`src/rtl/rv_mem_pkg.sv`:
```
// Shared types for the data-memory port arbiter: request record, port ids and widths.
package rv_mem_pkg;

    localparam int unsigned XLEN       = 64;
    localparam int unsigned STRB_W     = 8;
    // Widest byte address carried in mem_req_t; the arbiter's ADDR_W must not exceed it.
    localparam int unsigned ADDR_MAX_W = 32;

    typedef logic port_id_t;

    localparam port_id_t PORT_CPU = 1'b0;
    localparam port_id_t PORT_LDR = 1'b1;

    typedef struct packed {
        logic                  we;
        logic [ADDR_MAX_W-1:0] addr;
        logic [XLEN-1:0]       wdata;
        logic [STRB_W-1:0]     wstrb;
    } mem_req_t;

    function automatic port_id_t other_port(input port_id_t p);
        return ~p;
    endfunction

endpackage

```
`src/rtl/dm_port_arbiter_if.sv`:
```
// Bundle of both requester ports and the memory-side port of the arbiter.
interface dm_port_arbiter_if
    import rv_mem_pkg::*;
#(
    parameter int unsigned ADDR_W = 16
);
    logic              m0_req;
    logic              m0_we;
    logic [ADDR_W-1:0] m0_addr;
    logic [XLEN-1:0]   m0_wdata;
    logic [STRB_W-1:0] m0_wstrb;
    logic              m0_gnt;
    logic              m0_rvalid;
    logic [XLEN-1:0]   m0_rdata;

    logic              m1_req;
    logic              m1_we;
    logic [ADDR_W-1:0] m1_addr;
    logic [XLEN-1:0]   m1_wdata;
    logic [STRB_W-1:0] m1_wstrb;
    logic              m1_gnt;
    logic              m1_rvalid;
    logic [XLEN-1:0]   m1_rdata;

    logic              mem_en;
    logic              mem_we;
    logic [ADDR_W-4:0] mem_addr;
    logic [XLEN-1:0]   mem_wdata;
    logic [STRB_W-1:0] mem_wstrb;
    logic [XLEN-1:0]   mem_rdata;

    // Requesters and the memory model together form the environment side.
    modport master (
        output m0_req, m0_we, m0_addr, m0_wdata, m0_wstrb,
        input  m0_gnt, m0_rvalid, m0_rdata,
        output m1_req, m1_we, m1_addr, m1_wdata, m1_wstrb,
        input  m1_gnt, m1_rvalid, m1_rdata,
        input  mem_en, mem_we, mem_addr, mem_wdata, mem_wstrb,
        output mem_rdata
    );

    modport slave (
        input  m0_req, m0_we, m0_addr, m0_wdata, m0_wstrb,
        output m0_gnt, m0_rvalid, m0_rdata,
        input  m1_req, m1_we, m1_addr, m1_wdata, m1_wstrb,
        output m1_gnt, m1_rvalid, m1_rdata,
        output mem_en, mem_we, mem_addr, mem_wdata, mem_wstrb,
        input  mem_rdata
    );

endinterface

```
`src/rtl/dm_rr_sel.sv`:
```
// Round-robin grant selection with a bounded burst hold for two requesters.
module dm_rr_sel
    import rv_mem_pkg::*;
#(
    parameter int unsigned BURST = 4
) (
    input  logic       clk,
    input  logic       rst,
    input  logic [1:0] req_i,
    output logic [1:0] gnt_o,
    output port_id_t   gnt_id_o
);

    port_id_t   prio_q, prio_d;
    logic [3:0] bcnt_q, bcnt_d;

    // Grant decode: a lone requester wins, contention goes to prio; nothing during reset.
    always_comb begin
        gnt_o    = 2'b00;
        gnt_id_o = PORT_CPU;
        if (!rst) begin
            unique case (req_i)
                2'b01: begin
                    gnt_o    = 2'b01;
                    gnt_id_o = PORT_CPU;
                end
                2'b10: begin
                    gnt_o    = 2'b10;
                    gnt_id_o = PORT_LDR;
                end
                2'b11: begin
                    gnt_id_o = prio_q;
                    gnt_o    = (prio_q == PORT_LDR) ? 2'b10 : 2'b01;
                end
                default: begin
                    gnt_o    = 2'b00;
                    gnt_id_o = PORT_CPU;
                end
            endcase
        end
    end

    // Pointer/counter update: count contended grants, hand over after BURST of them.
    always_comb begin
        prio_d = prio_q;
        bcnt_d = bcnt_q;
        if (|gnt_o) begin
            if (&req_i) begin
                if (bcnt_q + 4'd1 == 4'(BURST)) begin
                    prio_d = other_port(gnt_id_o);
                    bcnt_d = 4'd0;
                end else begin
                    bcnt_d = bcnt_q + 4'd1;
                end
            end else begin
                // Uncontended grant: remember the last user, restart the burst window.
                prio_d = gnt_id_o;
                bcnt_d = 4'd0;
            end
        end
    end

    // Arbitration state registers.
    always_ff @(posedge clk or posedge rst) begin
        if (rst) begin
            prio_q <= PORT_CPU;
            bcnt_q <= 4'd0;
        end else begin
            prio_q <= prio_d;
            bcnt_q <= bcnt_d;
        end
    end

endmodule

```
`src/rtl/dm_port_arbiter.sv`:
```
// Two-port arbiter in front of the single-port data memory, with a 1-cycle read return path.
module dm_port_arbiter
    import rv_mem_pkg::*;
#(
    parameter int unsigned ADDR_W = 16,
    parameter int unsigned BURST  = 4
) (
    input logic             clk,
    input logic             rst,
    dm_port_arbiter_if.slave bus_io
);

    logic [1:0] gnt;
    port_id_t   gnt_id;
    mem_req_t   req0, req1, sel_req;
    logic       rd_pend_q, rd_pend_d;
    port_id_t   rd_tag_q, rd_tag_d;
    logic       unused_addr;

    dm_rr_sel #(
        .BURST (BURST)
    ) u_rr_sel (
        .clk      (clk),
        .rst      (rst),
        .req_i    ({bus_io.m1_req, bus_io.m0_req}),
        .gnt_o    (gnt),
        .gnt_id_o (gnt_id)
    );

    // Pack each port's request fields.
    always_comb begin
        req0.we    = bus_io.m0_we;
        req0.addr  = ADDR_MAX_W'(bus_io.m0_addr);
        req0.wdata = bus_io.m0_wdata;
        req0.wstrb = bus_io.m0_wstrb;
        req1.we    = bus_io.m1_we;
        req1.addr  = ADDR_MAX_W'(bus_io.m1_addr);
        req1.wdata = bus_io.m1_wdata;
        req1.wstrb = bus_io.m1_wstrb;
    end

    // Route the granted request to memory; an idle cycle drives all zeros.
    always_comb begin
        sel_req = '0;
        if (gnt[0]) begin
            sel_req = req0;
        end else if (gnt[1]) begin
            sel_req = req1;
        end
    end

    assign bus_io.m0_gnt    = gnt[0];
    assign bus_io.m1_gnt    = gnt[1];
    assign bus_io.mem_en    = |gnt;
    assign bus_io.mem_we    = sel_req.we;
    assign bus_io.mem_addr  = sel_req.addr[ADDR_W-1:3];
    assign bus_io.mem_wdata = sel_req.wdata;
    assign bus_io.mem_wstrb = sel_req.wstrb;

    // Byte-offset bits and any address bits above ADDR_W are dropped on purpose.
    assign unused_addr = ^sel_req.addr;

    // Track which port owns the read data arriving next cycle.
    always_comb begin
        rd_pend_d = (|gnt) && !sel_req.we;
        rd_tag_d  = (|gnt) ? gnt_id : rd_tag_q;
    end

    // Response pipe registers; reset drops any in-flight read.
    always_ff @(posedge clk or posedge rst) begin
        if (rst) begin
            rd_pend_q <= 1'b0;
            rd_tag_q  <= PORT_CPU;
        end else begin
            rd_pend_q <= rd_pend_d;
            rd_tag_q  <= rd_tag_d;
        end
    end

    // Return read data only to the tagged port; gate with rst so nothing leaks during reset.
    always_comb begin
        bus_io.m0_rvalid = rd_pend_q && !rst && (rd_tag_q == PORT_CPU);
        bus_io.m1_rvalid = rd_pend_q && !rst && (rd_tag_q == PORT_LDR);
        bus_io.m0_rdata  = bus_io.m0_rvalid ? bus_io.mem_rdata : '0;
        bus_io.m1_rdata  = bus_io.m1_rvalid ? bus_io.mem_rdata : '0;
    end

endmodule

```
`src/flat_wrapper.sv`:
```
// flat-port wrapper written by rule: the top's interface ports become plain ports
module dm_port_arbiter_flat import rv_mem_pkg::*;
#(
    parameter int unsigned ADDR_W = 16,
    parameter int unsigned BURST  = 4
)
  (clk, rst, bus_io_m0_req, bus_io_m0_we, bus_io_m0_addr, bus_io_m0_wdata, bus_io_m0_wstrb, bus_io_m0_gnt, bus_io_m0_rvalid, bus_io_m0_rdata, bus_io_m1_req, bus_io_m1_we, bus_io_m1_addr, bus_io_m1_wdata, bus_io_m1_wstrb, bus_io_m1_gnt, bus_io_m1_rvalid, bus_io_m1_rdata, bus_io_mem_en, bus_io_mem_we, bus_io_mem_addr, bus_io_mem_wdata, bus_io_mem_wstrb, bus_io_mem_rdata);
  dm_port_arbiter_if #(.ADDR_W(ADDR_W)) bus_io_i ();
  input logic clk;
  input logic rst;
  input wire logic [$bits(bus_io_i.m0_req)-1:0] bus_io_m0_req;
  input wire logic [$bits(bus_io_i.m0_we)-1:0] bus_io_m0_we;
  input wire logic [$bits(bus_io_i.m0_addr)-1:0] bus_io_m0_addr;
  input wire logic [$bits(bus_io_i.m0_wdata)-1:0] bus_io_m0_wdata;
  input wire logic [$bits(bus_io_i.m0_wstrb)-1:0] bus_io_m0_wstrb;
  output wire logic [$bits(bus_io_i.m0_gnt)-1:0] bus_io_m0_gnt;
  output wire logic [$bits(bus_io_i.m0_rvalid)-1:0] bus_io_m0_rvalid;
  output wire logic [$bits(bus_io_i.m0_rdata)-1:0] bus_io_m0_rdata;
  input wire logic [$bits(bus_io_i.m1_req)-1:0] bus_io_m1_req;
  input wire logic [$bits(bus_io_i.m1_we)-1:0] bus_io_m1_we;
  input wire logic [$bits(bus_io_i.m1_addr)-1:0] bus_io_m1_addr;
  input wire logic [$bits(bus_io_i.m1_wdata)-1:0] bus_io_m1_wdata;
  input wire logic [$bits(bus_io_i.m1_wstrb)-1:0] bus_io_m1_wstrb;
  output wire logic [$bits(bus_io_i.m1_gnt)-1:0] bus_io_m1_gnt;
  output wire logic [$bits(bus_io_i.m1_rvalid)-1:0] bus_io_m1_rvalid;
  output wire logic [$bits(bus_io_i.m1_rdata)-1:0] bus_io_m1_rdata;
  output wire logic [$bits(bus_io_i.mem_en)-1:0] bus_io_mem_en;
  output wire logic [$bits(bus_io_i.mem_we)-1:0] bus_io_mem_we;
  output wire logic [$bits(bus_io_i.mem_addr)-1:0] bus_io_mem_addr;
  output wire logic [$bits(bus_io_i.mem_wdata)-1:0] bus_io_mem_wdata;
  output wire logic [$bits(bus_io_i.mem_wstrb)-1:0] bus_io_mem_wstrb;
  input wire logic [$bits(bus_io_i.mem_rdata)-1:0] bus_io_mem_rdata;
  assign bus_io_i.m0_req = bus_io_m0_req;
  assign bus_io_i.m0_we = bus_io_m0_we;
  assign bus_io_i.m0_addr = bus_io_m0_addr;
  assign bus_io_i.m0_wdata = bus_io_m0_wdata;
  assign bus_io_i.m0_wstrb = bus_io_m0_wstrb;
  assign bus_io_m0_gnt = bus_io_i.m0_gnt;
  assign bus_io_m0_rvalid = bus_io_i.m0_rvalid;
  assign bus_io_m0_rdata = bus_io_i.m0_rdata;
  assign bus_io_i.m1_req = bus_io_m1_req;
  assign bus_io_i.m1_we = bus_io_m1_we;
  assign bus_io_i.m1_addr = bus_io_m1_addr;
  assign bus_io_i.m1_wdata = bus_io_m1_wdata;
  assign bus_io_i.m1_wstrb = bus_io_m1_wstrb;
  assign bus_io_m1_gnt = bus_io_i.m1_gnt;
  assign bus_io_m1_rvalid = bus_io_i.m1_rvalid;
  assign bus_io_m1_rdata = bus_io_i.m1_rdata;
  assign bus_io_mem_en = bus_io_i.mem_en;
  assign bus_io_mem_we = bus_io_i.mem_we;
  assign bus_io_mem_addr = bus_io_i.mem_addr;
  assign bus_io_mem_wdata = bus_io_i.mem_wdata;
  assign bus_io_mem_wstrb = bus_io_i.mem_wstrb;
  assign bus_io_i.mem_rdata = bus_io_mem_rdata;
  dm_port_arbiter #(.ADDR_W(ADDR_W), .BURST(BURST)) u_core (.clk(clk), .rst(rst), .bus_io(bus_io_i));
endmodule
```
`config.mk`:
```
export PLATFORM = sky130hd
export DESIGN_NAME = dm_port_arbiter_flat
export DESIGN_NICKNAME = d
export VERILOG_FILES = /design/src/rtl/rv_mem_pkg.sv /design/src/rtl/dm_port_arbiter_if.sv /design/src/rtl/dm_rr_sel.sv /design/src/rtl/dm_port_arbiter.sv /design/src/flat_wrapper.sv
export SDC_FILE = /design/constraint.sdc
export NUM_CORES = 1
export LEC_CHECK = 0
export ABC_AREA = 1
export CORE_AREA = 2 2 183 185
export DETAILED_ROUTE_END_ITERATION = 10
export DIE_AREA = 0 0 185 187
export SETUP_SLACK_MARGIN = 0.2
export SYNTH_ARGS = -nofsm -noshare
export SYNTH_HDL_FRONTEND = slang
export SYNTH_SLANG_ARGS = --single-unit
```
`constraint.sdc`:
```
create_clock -name clk -period 1.3 [get_ports clk]
set_input_delay 0.195 -clock clk [delete_from_list [all_inputs] [get_ports clk]]
set_output_delay 0.195 -clock clk [all_outputs]
set_load 0.01 [all_outputs]
```
==> impl.org <==
** Yosys
- Warnings, synthesis :: 0
- For this run, the register share of the synthesized area comes to 0.0824.
- Summing every instance area after synthesis gives 2120 um2.
- Synthesized instance count :: 369
- Mapped Nets :: 617
- Average cell area after synthesis :: 5.76 um2
- Number of enable-type register cells in the synthesized netlist :: 0
- The synthesized design contains 7 register bits.
- The most used flip-flop cell after synthesis is dfrtp_1.
- Post-synthesis async set-or-reset flop share :: 1.00
- Number of library cell types mapped by synthesis :: 22

** STA
- Worst hold-check slack :: 111 ps
- Setup violations remaining at the end of the flow were counted as 220.
- Adding up every negative setup slack in the final design gives -93,490 ps.
- Setup slack on the critical path of the routed design comes to -539 ps.
- Derived from the worst setup path, the maximum achievable clock frequency is 0.544 GHz.
- Post-route clock skew :: 2.12 ps
- The total count of hold-check failures in the final report came to 0.
- The final max-slew violation count was 0.
- At the pin with the least slew margin, the transition time is 280 ps.
- Final clock period utilization by the worst path :: 1.41
- Normalized max-slew margin :: 0.813
- Unrepaired setup endpoints after global routing :: true
- Post-route minimum period :: 1840 ps

** Clocking
- Worst-Skew Late Latency :: 230 ps
- Clk sink count :: 7
- CTS HTree Levels :: 1
- Inserted Clock Buffers :: 3
- TritonCTS built the clock tree.
- Max clock buf depth :: 2
- Buffers inserted to repair hold after CTS numbered 0.
- The root buffer cell chosen for the clock tree is clkbuf_16.
- Clock-pin slew was measured on the worst setup and hold paths at 40 ps.

** Cells and area
- Final Instance Count excl. Fillers :: 1,349
- Post-layout net count :: 1,150
- Final std cell area, no fill :: 8880 um2
- Highest-count cells in the layout ignoring fill and taps :: clkdlybuf4s50_1 (236), buf_6 (131), buf_2 (108)
- Layout fillers :: 3,573
- The library cell used most frequently in the layout, excluding fill and tap cells, is clkdlybuf4s50_1.
- Relative to the synthesized area, the layout overhead comes to 318%.
- Antenna Diode Count :: 0
- Share of cells above drive strength 1 :: 0.519

** Route
- First-pass iteration count of the detailed router :: 4
- Routed len/inst :: 17.1 um
- The first routing iteration left 107 violations.
- Count of nets left with antenna violations after detail routing :: 0
- Total wire length after detailed routing :: 23,100 um
- Vias per cell :: 3.51
- Number of vias after detailed routing :: 4,729
- Final routed DRC violation total :: 0

** Setup path
- The worst setup path is launched from a register.
- Start-to-end type of the worst setup path :: register to output pin
- Of all nets on the critical path, the largest fanout is 15.
- STA puts the critical path data required time at 1110 ps.
- Worst Path Arrival :: 1640 ps
- The worst setup path is captured at an output pin.
- The worst register-to-register path begins at u_core.u_rr_sel.prio_q.
- In this run the critical register-to-register path is captured at u_core.u_rr_sel.prio_q.
- The number of cells on the worst reg-to-reg path is 10.
- Across all register-to-register paths, the minimum setup slack is -70 ps.

** Placed design
- Placed wire-length estimate :: 17,800 um
- In this run the tool buffered the top-level ports with 458 buffer cells.
- Last weighted congestion value of the routability-driven placer :: 0.732
- Post-place instance area :: 8000 um2
- Worst slack at placement :: -1030 ps
- The number of placed instances, taps included, is 1,294.

** Floorplanning
- Area enclosed by the die boundary :: 34,600 um2
- The initial utilization of the core area, before any placement, comes to 0.0647.
- I/O pin count :: 465
- In this run the standard cell core region covers 32,900 um2.
- Die Height :: 187 um
- Horiz. Die Dim :: 185 um
- The floorplan has 67 rows.

** Run
- The tool flagged a number of max-cap violations equal to 0.

** Pwr
- For this design the static power due to leakage is 4.15 nW.
- Worst IR Drop VDD :: 0.000494 V
- P per Cell Area :: 422 nW/um2

** GRT
- Global routing finished with a remaining overflow of 0.
- Maximum number of pins on one net before global-route repair :: 24
- All-layer global routing usage :: 0.112
- Via count of the first global-routing pass :: 4,535
- The first global-routing pass estimated 29,100 um of wire.
- The number of antenna violations at the first check in global routing came to 2.

** Min path
- The worst hold path belongs to the class input port to async pin.

** Status
- Run status :: finished with violations
- Violated checks :: negative setup slack
==> synthesized netlist by cell type (2+ instances only) <==
master    count  area, um2
a21oi_1       2       10.0
a22o_1       85        744
buf_6        10        113
ha_1          2       25.0
nand2_1      21       78.8
buf_2        10       50.1
dfrtp_1       7        175
nand3_1       4       20.0
clkbuf_1      6       22.5
o22ai_1       2       12.5
inv_1        72        270
inv_2         5       18.8
o21ai_0       2       10.0
buf_4         3       22.5
nand4_1       2       12.5
nor2_1      130        488
==> layout make-up <==
type                       instances  area [um2]  share of cell area
clock buffer                       4        78.8             0.00888
inverter                          78         330              0.0372
multi-input combinational        254        2150               0.242
sequential                         7         175              0.0197
tap                              448         561              0.0632
timing repair buffer             556        5550               0.625
timing repair inverter             2        27.5             0.00310
==> metal layers <==
layer | up-vias | GRT usage | part of all wire
met5 | - | 0 | 0.00056
met2 | 298 | 0.210 | 0.51
met4 | 2 | 0.00702 | 0.0080
li1 | 2274 | - | -
met3 | 11 | 0.0232 | 0.085
met1 | 2144 | 0.136 | 0.40
==> power breakdown <==
| group | internal [W] | total [W] | switching (W) |
|---|---|---|---|
| registers | 0.000248 | 0.000273 | 0.0000251 |
| logic | 0.00171 | 0.00295 | 0.00123 |
| clock network | 0.000408 | 0.000521 | 0.000113 |
| total | 0.00237 | 0.00374 | 0.00137 |
==> state kept, by name, indices dropped and copies added, names as in the netlist <==
register / cells
u_core.u_rr_sel.bcnt_q: 4
u_core.rd_pend_q: 1
u_core.rd_tag_q: 1
u_core.u_rr_sel.prio_q: 1
==> per-stage QoR <==
step | util | power [W]
after floorplan | - | 0.00117
after global placement | 0.243 | 0.00283
after detailed placement | 0.243 | 0.00285
after CTS | 0.244 | 0.00340
after global routing | 0.270 | 0.00393
final | 0.270 | 0.00374
==> what timing repair did <==
item                       CTS  global route
pin swaps                    6            19
gates cloned                 9            11
setup buffers               10            21
setup endpoints to repair  226           226
hold endpoints to repair     0             0
gates resized for setup    848           289
==> worst max path at each step <==
stage                           startpoint  slack, ps                   end  depth (start not counted)
floorplan                  u_core.rd_tag_q        -20   bus_io_m1_rdata[10]                          5
global placement                       rst      -1010   bus_io_m1_rdata[35]                          8
detailed placement                     rst      -1030   bus_io_m1_rdata[61]                          8
CTS                        u_core.rd_tag_q       -550   bus_io_m0_rdata[42]                          7
global route               u_core.rd_tag_q       -620   bus_io_m0_rdata[46]                          8
finish              u_core.u_rr_sel.prio_q       -540  bus_io_mem_wdata[48]                          8
==> worst max-delay path: stages, from the launching register on <==
cell	delay, ps
dfrtp_1	390
nand2_1	80
nand3_2	80
inv_4	50
buf_12	140
buf_8	130
buf_16	140
a22o_1	250
buf_2	150
==> cells by family after synthesis <==
group | synth area share
fa+ha+maj | 0.0118
compound gates | 0.370
simple gates | 0.294
flops | 0.0825
buf+inv | 0.242
Note: power is estimated with default switching activity, not from simulation.
==> RTL change 1: new RTL, same flow settings <==
Set the package constant `STRB_W` to 6 (it was 8).
--- a/src/rtl/rv_mem_pkg.sv
+++ b/src/rtl/rv_mem_pkg.sv
@@ -2,7 +2,7 @@
 package rv_mem_pkg;
 
     localparam int unsigned XLEN       = 64;
-    localparam int unsigned STRB_W     = 8;
+    localparam int unsigned STRB_W     = 6;
     // Widest byte address carried in mem_req_t; the arbiter's ADDR_W must not exceed it.
     localparam int unsigned ADDR_MAX_W = 32;
 
Interface: changed (resized bus_io_m0_wstrb, bus_io_m1_wstrb and bus_io_mem_wstrb); port bits go from 465 to 459. The function was not compared with the original's and may differ.
==> RTL change 1 against the unedited design <==
  * The run still ends with setup timing left
  * Setup slack worse by 0.23 ns
  * Total power increased by 7.4%
  * Area after synthesis grew 0.12%
  * Critical path depth is 2 higher
  * Sequential power is 2% lower
  * Wire length down 0.36%
  * Sequential share of layout area down 0.16 points
  * Combinational power up 9.2%
  * Sequential cell count did not move
  * Cell area up 8.6%
  * Non-clock buffer count up 66
  * Hold slack worse by 0.082 ns
  * Critical path type unchanged
==> RTL change 1: results (changes against the unedited design) <==
final_layout:
  final_nets: 1209  # +5.1%
timing:
  hold_ws_ns: 0.0285  # -0.0824 ns
  final.setup.worst_slack_ns: -0.771  # -0.232 ns
  tns_ns: -118.31  # -24.81 ns
  finalSetupViolCount: 217  # -1.4%
  skew_ns: 0.00153  # -0.000594 ns
detailed_routing:
  post_drt_wl_per_cell_microns: 16.3  # -4.9%
  drt-total-wl_microns: 23000  # -0.36%
  wl_met3_microns: 2170  # +11%
  route.met2.wl_microns: 12300  # +4.6%
worst_setup_path:
  critical_path.endpoint: "bus_io_m1_rdata[12]"
  cp_data_arrival_time_ns: 1.88  # +0.24 ns
  reg2reg_depth: 13  # +3
  worstSetupStartpoint: "u_core.rd_pend_q$_DFF_PP0_"
  rrSetupSlack_ns: -0.35  # -0.28 ns
  max_stage_delay_ns: 0.33  # -0.06 ns
placed_design:
  portBuffers: 452  # -1.3%
  dp.cells: 1285  # -0.70%
  gp_congestion: 0.746  # +1.9%
logic_synthesis:
  synth_cells: 367  # -0.54%
  synth_common_cells: "nor2_1, a22o_1, inv_1, nand2_1, buf_6"
  yosys-top-cells-area: "a22o_1, nor2_1, inv_1"
  synth-seq-area-share_pct: 8.24  # -0.0097 points
outcome:
  violations: "setup timing"
  status: "complete, but fails checks"
clock_network:
  post_cts_resize_count: 1105  # +30%
global_route:
  grt_pass1_vias: 4847  # +6.9%
  gr-usage-met3_pct: 2.63  # +0.31 points
power_and_ir_drop:
  vdd_ir_drop_max_v: 0.000333  # -33%
  p_int_w: 0.00261  # +10%
  power.leakage_nw: 4.61  # +11%
RTL change 1: cell families after synthesis:
| logic type | count (synthesis) | share of synthesized area [%] |
|---|---|---|
| compound gates | 90 | 36.1 |
| fa+ha+maj | 2 | 1.18 |
| buf+inv | 108 | 25.1 |
| flops | 7 | 8.24 |
| simple gates | 160 | 29.4 |
RTL change 1: power by group through the flow:
stage | Combinational [W] | Sequential [W] | Clock, W
after detailed placement | 0.00246 | 0.000268 | 0
after global routing | 0.00340 | 0.000269 | 0.000549
after floorplan | 0.000814 | 0.000276 | 0
after global placement | 0.00244 | 0.000269 | 0
after CTS | 0.00286 | 0.000267 | 0.000538
final | 0.00322 | 0.000267 | 0.000530
RTL change 1: cell type report:
class,count,area (sq um)
Timing Repair inverter,1,16.3
Timing Repair Buffer,622,6380
Clock buffer,4,78.8
Inverter,78,317
Tap cell,448,561
Fill cell,3470,23200
Multi-Input combinational cell,252,2100
Antenna cell,1,2.50
Sequential cell,7,175
==> RTL change 2: new RTL, same flow settings <==
Without the edit above. Reset style: synchronous (`rst`), changed in 2 clocked blocks.
--- a/src/rtl/dm_rr_sel.sv
+++ b/src/rtl/dm_rr_sel.sv
@@ -61,7 +61,7 @@
     end
 
     // Arbitration state registers.
-    always_ff @(posedge clk or posedge rst) begin
+    always_ff @(posedge clk) begin
         if (rst) begin
             prio_q <= PORT_CPU;
             bcnt_q <= 4'd0;
--- a/src/rtl/dm_port_arbiter.sv
+++ b/src/rtl/dm_port_arbiter.sv
@@ -67,7 +67,7 @@
     end
 
     // Response pipe registers; reset drops any in-flight read.
-    always_ff @(posedge clk or posedge rst) begin
+    always_ff @(posedge clk) begin
         if (rst) begin
             rd_pend_q <= 1'b0;
             rd_tag_q  <= PORT_CPU;
Function: no difference found for any inputs over 4 cycles, from zero or initial values and one cycle with rst high; that may be too few to reach the edited logic, so the function may still have changed.
==> RTL change 2 against the unedited design <==
  * The run still ends with setup timing left
  * Setup slack worse by 0.13 ns
  * Area after synthesis is 0.24% higher
  * Global-route usage grew 1.1 points
  * Cell area rose by 11%
  * Total power up 0.32%
  * Via count rose by 8.2%
  * Critical path depth grew 3
  * First-iteration DRC count is 44% higher
  * Wire length increased by 6.5%
  * Sequential cell count did not move
  * Final cell count rose by 4.2%
  * Non-clock buffer count is 51 higher
==> RTL change 2: results (changes against the unedited design) <==
timing:
  skew_ns: 0.000682  # -0.00144 ns
  finalSetupViolCount: 225  # +2.3%
  relSlewSlack_pct: 83.7  # +2.4 points
  final.setup.worst_slack_ns: -0.674  # -0.135 ns
logic_synthesis:
  synth_common_cells: "nor2_1, a22o_1, inv_1, nand2_1, buf_2"
  synth_flop_cell: "dfxtp_1"
  yosysUniqueCellTypes: 18  # -18%
  async_flop_share_pct: 0  # -100 points
  yosysWarnings: 0  # unchanged
  synth-seq-area-share_pct: 6.58  # -1.7 points
  synthesis.nets: 624  # +1.1%
worst_setup_path:
  cp_data_arrival_time_ns: 1.78  # +0.14 ns
  path_max_fanout: 7  # -8
  max_stage_delay_ns: 0.32  # -0.07 ns
  cpMaxStageDelayCell: "dfxtp_2"
  reg2reg_to: "u_core.u_rr_sel.prio_q$_SDFFE_PP0P_"
  worstSetupStartpoint: "u_core.u_rr_sel.prio_q$_SDFFE_PP0P_"
  rrSetupSlack_ns: -0.65  # -0.58 ns
  worstReg2RegStart: "u_core.u_rr_sel.prio_q$_SDFFE_PP0P_"
clock_network:
  post_cts_resize_count: 1044  # +23%
  htreeDepth: 1  # unchanged
  post_cts_buffers: 50  # +40
detailed_routing:
  drt-total-wl_microns: 24600  # +6.5%
  drt_iter0_drc: 154  # +44%
  vias: 5119  # +8.2%
outcome:
  status: "complete, but fails checks"
  violations: "setup timing"
global_route:
  grt_usage_pct: 12.3  # +1.1 points
  grt_pass1_vias: 5194  # +15%
  antenna_found_initial: 3  # +1
  grt_pass1_wl_microns: 31800  # +9.4%
power_and_ir_drop:
  vdd_ir_drop_max_v: 0.000301  # -39%
  power.leakage_nw: 4.52  # +8.7%
placed_design:
  gp_congestion: 0.838  # +14%
  dp_hpwl_microns: 18300  # +3.0%
  place_ws_ns: -1.14  # -0.113 ns
final_layout:
  final_nets: 1206  # +4.9%
min_path:
  hold_class: "in -> reg"
## RTL change 2: cell types whose count changed after synthesis, moves of 4 or more
cell / change
buf_2: +7
dfrtp_1: -7
dfxtp_1: +7
clkbuf_1: -5
a21oi_1: +4
## RTL change 2: per-layer routing
| metal | share of wire, % | GRT usage (%) |
|---|---|---|
| met5 | 0.041 | 0 |
| met3 | 9.9 | 3.29 |
| met1 | 36 | 13.0 |
| met4 | 2.0 | 2.08 |
| met2 | 52 | 24.2 |
## RTL change 2: power breakdown
| part | total [W] | switching [W] | internal [W] |
|---|---|---|---|
| registers | 0.000246 | 0.0000172 | 0.000229 |
| clock network | 0.000524 | 0.000116 | 0.000408 |
| logic | 0.00298 | 0.00120 | 0.00179 |
| total | 0.00375 | 0.00133 | 0.00242 |
## RTL change 2: layout make-up
class	instances	area, sq um
well taps	448	561
multi-input cells	258	2330
diodes	1	2.50
inverters	80	324
fillers	3419	23000
clock buffers	4	78.8
repair inverters	1	20.0
repair buffers	607	6390
flip-flops and latches	7	151
## RTL change 2: logic make-up after synthesis
group	share of synthesized area [%]
buf+inv	25.1
compound gates	36.8
flops	6.58
simple gates	30.3
fa+ha+maj	1.17
## RTL change 2: through the flow
step           instances  cell area (sq um)  hold slack, ns
2_1_floorplan        376               2500           0.254
5_1_grt             1405               9860           0.483
6_report            1406               9870           0.460
3_5_place_dp        1305               7940           0.479
4_1_cts             1373               8770           0.453
3_3_place_gp        1305               7940           0.462
## RTL change 2: how the worst min path moves through the flow
stage                                           start  slack [ns]                                      to  cells past startpoint
2_1_floorplan                                     rst        0.25  u_core.u_rr_sel.bcnt_q[1]$_SDFFE_PP0P_                      1
3_3_place_gp   u_core.u_rr_sel.bcnt_q[3]$_SDFFE_PP0P_        0.46  u_core.u_rr_sel.bcnt_q[3]$_SDFFE_PP0P_                      2
3_5_place_dp   u_core.u_rr_sel.bcnt_q[0]$_SDFFE_PP0P_        0.48  u_core.u_rr_sel.bcnt_q[0]$_SDFFE_PP0P_                      1
4_1_cts                                           rst        0.45  u_core.u_rr_sel.bcnt_q[1]$_SDFFE_PP0P_                      3
5_1_grt                                           rst        0.48  u_core.u_rr_sel.bcnt_q[1]$_SDFFE_PP0P_                      3
6_report                                          rst        0.46  u_core.u_rr_sel.bcnt_q[1]$_SDFFE_PP0P_                      3
## RTL change 2: worst reg2reg max path, cell delays in order (launching register included)
cell     delay, ns
dfxtp_2       0.33
inv_1         0.04
nand2_1       0.06
nand2_2       0.06
buf_6         0.12
buf_6         0.10
buf_6         0.10
buf_6         0.10
buf_6         0.10
buf_6         0.10
buf_6         0.10
buf_6         0.10
buf_6         0.10
buf_6         0.10
nand2_2       0.04
nand2_1       0.05
inv_1         0.05
nand3_1       0.07
nand2_1       0.07
nor2_1        0.04
